$ cat src/rtl/riscv_ctrl_pkg.sv
// Shared definitions for the multicycle RV32I control unit.
// Contents: FSM state enum, opcode constants, alu_op / alu_control codes,
// datapath mux select codes and an immediate-format decode helper.
package riscv_ctrl_pkg;

  typedef enum logic [3:0] {
    S_FETCH    = 4'd0,
    S_DECODE   = 4'd1,
    S_MEMADR   = 4'd2,
    S_MEMREAD  = 4'd3,
    S_MEMWB    = 4'd4,
    S_MEMWRITE = 4'd5,
    S_EXECR    = 4'd6,
    S_EXECI    = 4'd7,
    S_ALUWB    = 4'd8,
    S_BEQ      = 4'd9,
    S_JAL      = 4'd10
  } state_t;

  localparam logic [6:0] OP_LW  = 7'b0000011;
  localparam logic [6:0] OP_SW  = 7'b0100011;
  localparam logic [6:0] OP_R   = 7'b0110011;
  localparam logic [6:0] OP_I   = 7'b0010011;
  localparam logic [6:0] OP_JAL = 7'b1101111;
  localparam logic [6:0] OP_BEQ = 7'b1100011;

  // Internal code from the FSM to the ALU decoder.
  localparam logic [1:0] ALUOP_ADD   = 2'b00;
  localparam logic [1:0] ALUOP_SUB   = 2'b01;
  localparam logic [1:0] ALUOP_FUNCT = 2'b10;

  localparam logic [2:0] ALU_ADD = 3'b000;
  localparam logic [2:0] ALU_SUB = 3'b001;
  localparam logic [2:0] ALU_AND = 3'b010;
  localparam logic [2:0] ALU_OR  = 3'b011;
  localparam logic [2:0] ALU_SLT = 3'b101;

  localparam logic [1:0] RES_ALUOUT    = 2'b00;
  localparam logic [1:0] RES_DATA      = 2'b01;
  localparam logic [1:0] RES_ALURESULT = 2'b10;

  localparam logic [1:0] SRCA_PC    = 2'b00;
  localparam logic [1:0] SRCA_OLDPC = 2'b01;
  localparam logic [1:0] SRCA_RS1   = 2'b10;

  localparam logic [1:0] SRCB_RS2  = 2'b00;
  localparam logic [1:0] SRCB_IMM  = 2'b01;
  localparam logic [1:0] SRCB_FOUR = 2'b10;

  localparam logic [1:0] IMM_I = 2'b00;
  localparam logic [1:0] IMM_S = 2'b01;
  localparam logic [1:0] IMM_B = 2'b10;
  localparam logic [1:0] IMM_J = 2'b11;

  // Immediate format depends only on the opcode, never on the state.
  function automatic logic [1:0] imm_sel(input logic [6:0] op);
    case (op)
      OP_SW:   return IMM_S;
      OP_BEQ:  return IMM_B;
      OP_JAL:  return IMM_J;
      default: return IMM_I;
    endcase
  endfunction

endpackage

$ cat src/rtl/alu_decoder.sv
// ALU decoder: maps the FSM's alu_op plus instruction fields to an ALU
// operation code.
// Ports: alu_op (from FSM), funct3, op_b5 (instr[5]), funct7b5 (instr[30]),
//        alu_control (3-bit code, zero-extended to ALU_CTRL_W).
module alu_decoder
  import riscv_ctrl_pkg::*;
#(
  parameter int ALU_CTRL_W = 3
) (
  input  logic [1:0]            alu_op,
  input  logic [2:0]            funct3,
  input  logic                  op_b5,
  input  logic                  funct7b5,
  output logic [ALU_CTRL_W-1:0] alu_control
);

  logic [2:0] ctrl;

  always_comb begin
    ctrl = ALU_ADD;
    case (alu_op)
      ALUOP_ADD: ctrl = ALU_ADD;
      ALUOP_SUB: ctrl = ALU_SUB;
      ALUOP_FUNCT: begin
        case (funct3)
          // Only R-type (op[5]=1) can subtract; addi ignores instr[30].
          3'b000:  ctrl = (op_b5 && funct7b5) ? ALU_SUB : ALU_ADD;
          3'b010:  ctrl = ALU_SLT;
          3'b110:  ctrl = ALU_OR;
          3'b111:  ctrl = ALU_AND;
          default: ctrl = ALU_ADD;
        endcase
      end
      default: ctrl = ALU_ADD;
    endcase
  end

  assign alu_control = ALU_CTRL_W'(ctrl);

endmodule

$ cat src/rtl/multicycle_control_fsm.sv
// Multicycle RV32I control unit: Moore FSM sequencing fetch / decode /
// execute / memory / writeback, with built-in ALU and immediate decoders.
// Inputs:  clk, reset (sync, active-high), op, funct3, funct7b5, zero,
//          mem_ready (memory access completes this cycle).
// Outputs: pc_write, adr_src, mem_write, ir_write, result_src, alu_src_a,
//          alu_src_b, alu_control, imm_src, reg_write, illegal_instr,
//          state_o (debug view of the current state).
module multicycle_control_fsm
  import riscv_ctrl_pkg::*;
#(
  parameter bit MEM_HANDSHAKE = 1'b1,
  parameter int ALU_CTRL_W    = 3,
  parameter int STATE_W       = 4
) (
  input  logic                  clk,
  input  logic                  reset,
  input  logic [6:0]            op,
  input  logic [2:0]            funct3,
  input  logic                  funct7b5,
  input  logic                  zero,
  input  logic                  mem_ready,
  output logic                  pc_write,
  output logic                  adr_src,
  output logic                  mem_write,
  output logic                  ir_write,
  output logic [1:0]            result_src,
  output logic [1:0]            alu_src_a,
  output logic [1:0]            alu_src_b,
  output logic [ALU_CTRL_W-1:0] alu_control,
  output logic [1:0]            imm_src,
  output logic                  reg_write,
  output logic                  illegal_instr,
  output logic [STATE_W-1:0]    state_o
);

  state_t     state_reg, state_next;
  logic       mem_rdy;
  logic       pc_update, branch;
  logic       ir_write_raw, mem_write_raw, reg_write_raw, illegal_raw;
  logic [1:0] alu_op;

  assign mem_rdy = MEM_HANDSHAKE ? mem_ready : 1'b1;

  // State register.
  always_ff @(posedge clk) begin
    if (reset) state_reg <= S_FETCH;
    else       state_reg <= state_next;
  end

  // Next-state logic.
  always_comb begin
    state_next = state_reg;
    case (state_reg)
      S_FETCH:    state_next = mem_rdy ? S_DECODE : S_FETCH;
      S_DECODE: begin
        case (op)
          OP_LW, OP_SW: state_next = S_MEMADR;
          OP_R:         state_next = S_EXECR;
          OP_I:         state_next = S_EXECI;
          OP_JAL:       state_next = S_JAL;
          OP_BEQ:       state_next = S_BEQ;
          default:      state_next = S_FETCH;
        endcase
      end
      S_MEMADR:   state_next = (op == OP_LW) ? S_MEMREAD : S_MEMWRITE;
      S_MEMREAD:  state_next = mem_rdy ? S_MEMWB : S_MEMREAD;
      S_MEMWB:    state_next = S_FETCH;
      S_MEMWRITE: state_next = mem_rdy ? S_FETCH : S_MEMWRITE;
      S_EXECR,
      S_EXECI,
      S_JAL:      state_next = S_ALUWB;
      S_ALUWB,
      S_BEQ:      state_next = S_FETCH;
      default:    state_next = S_FETCH;
    endcase
  end

  // Output logic (Moore, except the memory-ready qualification in FETCH).
  always_comb begin
    adr_src       = 1'b0;
    result_src    = RES_ALUOUT;
    alu_src_a     = SRCA_PC;
    alu_src_b     = SRCB_RS2;
    alu_op        = ALUOP_ADD;
    pc_update     = 1'b0;
    branch        = 1'b0;
    ir_write_raw  = 1'b0;
    mem_write_raw = 1'b0;
    reg_write_raw = 1'b0;
    illegal_raw   = 1'b0;
    case (state_reg)
      S_FETCH: begin
        alu_src_b    = SRCB_FOUR;
        result_src   = RES_ALURESULT;
        ir_write_raw = mem_rdy;
        pc_update    = mem_rdy;
      end
      S_DECODE: begin
        alu_src_a = SRCA_OLDPC;
        alu_src_b = SRCB_IMM;
        case (op)
          OP_LW, OP_SW, OP_R, OP_I, OP_JAL, OP_BEQ: illegal_raw = 1'b0;
          default:                                  illegal_raw = 1'b1;
        endcase
      end
      S_MEMADR: begin
        alu_src_a = SRCA_RS1;
        alu_src_b = SRCB_IMM;
      end
      S_MEMREAD: adr_src = 1'b1;
      S_MEMWB: begin
        result_src    = RES_DATA;
        reg_write_raw = 1'b1;
      end
      S_MEMWRITE: begin
        adr_src       = 1'b1;
        mem_write_raw = 1'b1;
      end
      S_EXECR: begin
        alu_src_a = SRCA_RS1;
        alu_op    = ALUOP_FUNCT;
      end
      S_EXECI: begin
        alu_src_a = SRCA_RS1;
        alu_src_b = SRCB_IMM;
        alu_op    = ALUOP_FUNCT;
      end
      S_ALUWB: reg_write_raw = 1'b1;
      S_BEQ: begin
        alu_src_a = SRCA_RS1;
        alu_op    = ALUOP_SUB;
        branch    = 1'b1;
      end
      S_JAL: begin
        alu_src_a = SRCA_OLDPC;
        alu_src_b = SRCB_FOUR;
        pc_update = 1'b1;
      end
      default: ;
    endcase
  end

  // Reset gates every architectural write combinationally, so asserting it
  // mid-instruction suppresses the write in that same cycle.
  assign pc_write      = (pc_update | (branch & zero)) & ~reset;
  assign ir_write      = ir_write_raw  & ~reset;
  assign mem_write     = mem_write_raw & ~reset;
  assign reg_write     = reg_write_raw & ~reset;
  assign illegal_instr = illegal_raw   & ~reset;

  assign imm_src = imm_sel(op);
  assign state_o = STATE_W'(state_reg);

  alu_decoder #(
    .ALU_CTRL_W(ALU_CTRL_W)
  ) u_alu_decoder (
    .alu_op     (alu_op),
    .funct3     (funct3),
    .op_b5      (op[5]),
    .funct7b5   (funct7b5),
    .alu_control(alu_control)
  );

endmodule

$ cat config.mk
export PLATFORM = sky130hd
export DESIGN_NAME = multicycle_control_fsm
export DESIGN_NICKNAME = d
export VERILOG_FILES = /design/src/rtl/riscv_ctrl_pkg.sv /design/src/rtl/alu_decoder.sv /design/src/rtl/multicycle_control_fsm.sv
export SDC_FILE = /design/constraint.sdc
export NUM_CORES = 1
export LEC_CHECK = 0
export CORE_MARGIN = 5
export CORE_UTILIZATION = 38
export CTS_BUF_LIST = sky130_fd_sc_hd__clkbuf_4 sky130_fd_sc_hd__clkbuf_8 sky130_fd_sc_hd__clkbuf_16
export CTS_CLUSTER_SIZE = 16
export DETAILED_ROUTE_END_ITERATION = 7
export GPL_ROUTABILITY_DRIVEN = 0
export PLACE_DENSITY = 0.78
export RECOVER_POWER = 50
export SLEW_MARGIN = 30
export SYNTH_ARGS = -nofsm -noshare
export SYNTH_HDL_FRONTEND = slang
export SYNTH_HIERARCHICAL = 1
export SYNTH_SLANG_ARGS = --single-unit
$ cat constraint.sdc
create_clock -name clk -period 2.3 [get_ports clk]
set_input_delay 0.46 -clock clk [delete_from_list [all_inputs] [get_ports clk]]
set_output_delay 0.46 -clock clk [all_outputs]
set_load 0.02 [all_outputs]
==> qor.yml <==
outcome: "complete, no violations"
largest_reg_flops: 4
start_util_pct: 39.3
final_core_util_pct: 69.6
async_flop_share_pct: 0
numCtsBuffers: 3
crit_path_end_kind: "primary output"
dieHeight_microns: 52.1
grt_overflow: 0
cp_cell_sequence: "clkdlybuf4s50_1 -> nand3b_1 -> o32a_2 -> nor3b_2 -> buf_4"
io_pins: 36
synthDistinctLibCells: 43
pwr_density_cell_mw_per_mm2: 236
cellLeakagePower_uw: 0.000505
cp_slowest_cell: "clkdlybuf4s50_1"
yosys_warnings: 6
cts-hold-fix-buffers: 0
finalSetupViolCount: 0
post-synth-top-area-fraction_pct: 11.9
dr.first_iter.drc_count: 19
coreArea_sq_mm: 0.00171
cts_sinks: 4
cts_tree: "done"
synth-main-ff-cell: "dfxtp_1"
crit_type: "in -> out"
fin_skew_ns: 0.00537
whs_ns: 0.682
n_antenna_cell: 0
min_path_cells: 3
cp.required_ns: 1.84
finalInstanceArea_sq_mm: 0.00119
clockBufferDepth: 2
ys_top_cells_by_count: "inv_1 (8), nand2_1 (8), nor2_1 (7), nor3_1 (7), dfxtp_1 (4)"
portBuffers: 35
path_buf_inv: 2
rows: 15
finalCritPeriodShare_pct: 96.7
slew_headroom_pct: 72.5
dpl.hpwl_microns: 1920
fin_ws_ns: 0.0756
layout_min_cycle_time_ns: 2.22
grt_use_total_pct: 18.0
syn-cell-area_sq_um: 672
fill_cells: 156
critical_path.max_stage_delay_ns: 0.41
crit_cells: 5
ant_nets: 0
synth_edf_count: 0
die_width_microns: 52.1
grt_pass1_vias: 858
syn_to_final_growth_pct: 76.9
grt_max_degree: 17
rr_worst_depth: 5
yosysSeqAreaShare_pct: 11.9
worst_pin_slew_ns: 0.407
p_total_uw: 281
report.final.hold_viol_count: 0
nets: 164
final_layout_size_suffix_gt1_share_pct: 28.3
max_freq_mhz: 450
routed_wl_microns: 2400
syn_nets: 106
cp-start-kind: "input pin"
drc: 0
cts_root_buf: "clkbuf_4"
avgRoutedWirePerCell_microns: 14.1
dp_worst_setup_slack_ns: -0.425
grt_pass1_wl_microns: 3720
syn_avg_cell_area_sq_um: 7.55
h-tree-depth: 1
synth-seq-cells: 4
antenna_found_initial: 0
worstPathArrival_ns: 1.76
cap_violations: 0
final-max-slew-violation-count: 0
placed_cell_area_sq_mm: 0.00119
vias: 934
clk_pin_slew_ns: 0.04
drtPass1Iterations: 4
synth.area.top_cells: "dfxtp_1 (12%), nor3_1 (5.2%), inv_1 (4.5%)"
yosysTopAreaCell: "dfxtp_1"
viasPerCell: 5.49
syn_inst: 89
ir_drop_mv: 0.268
path_max_fanout: 2
clock_latency_ns: 0.23
cp_top_family: "buffers and inverters"
worstHoldPathType: "reg -> reg"
die-area_sq_mm: 0.00271
==> worst min-delay path, cell delays in order, from the launching register on <==
cell	delay (ns)
dfxtp_1	0.32
buf_4	0.18
nand2_1	0.06
o22ai_1	0.07
==> worst paths after layout <==
path	slack [ns]	endpoint	startpoint
worst max register to register	0.79	state_o[0]	state_o[2]
worst min register to register	0.68	state_o[1]	state_o[1]
worst max-delay path	0.08	imm_src[0]	op[4]
worst min-delay path	0.68	state_o[1]	state_o[1]
==> per-stage QoR <==
stage / instances / setup TNS [ns]
floorplan: 89 / 0
finish: 170 / 0
detailed placement: 167 / -2.10
global placement: 167 / -1.88
global route: 170 / -0.0287
CTS: 170 / 0
==> final cells by class <==
cell class	instances	area, sq um	area share, %
Sequential cell	4	80.1	6.74
Clock buffer	3	22.5	1.89
Inverter	8	30.0	2.53
Multi-Input combinational cell	73	554	46.6
Tap cell	25	31.3	2.63
Timing Repair Buffer	57	470	39.6
==> cells by family after synthesis <==
logic type	count (synthesis)	synth area share (%)
mux	1	1.49
compound gates	22	26.3
xor+xnor	3	3.91
simple gates	45	43.4
fa+ha+maj	2	3.72
flops	4	11.9
buf+inv	12	9.31
==> repair_timing <==
action                                  CTS  global route
pin swaps                                 0             0
resized for setup                        29            11
endpoints found under the setup margin   11             8
buffers inserted                          0             0
==> metal layers <==
layer  up-vias  wire (microns)  GRT usage [%]  part of all wire (%)
met4         0               0           2.62                     0
met1       430             944           20.0                    39
met5         -               0              0                     0
met3         0             166           3.15                   6.9
li1        452               -              -                     -
met2        52            1290           35.4                    54
==> where the power goes <==
part | internal [uW] | switching (uW)
logic | 65.2 | 57.0
registers | 71.0 | 0.665
clock network | 58.4 | 28.3
total | 195 | 86.0
==> layout by cell type, fill, tap and decap left out, drive strengths merged, types with 2 or more instances in the layout <==
master	synthesis	final
a21oi	2	2
nand3b	2	2
dlygate4sd2	0	4
clkdlybuf4s50	0	18
o32a	3	3
nor3b	2	2
nand2	8	8
buf	4	26
o21ai	3	3
dlygate4sd3	0	4
o22ai	2	2
nor2b	2	2
and3b	2	2
clkbuf	0	6
a221oi	3	3
and2b	2	2
nor4b	2	2
dfxtp	4	4
xor2	2	2
nor2	7	7
nand2b	3	3
ha	2	2
inv	8	8
nor3	7	7
Note: power is estimated with default switching activity, not from simulation.
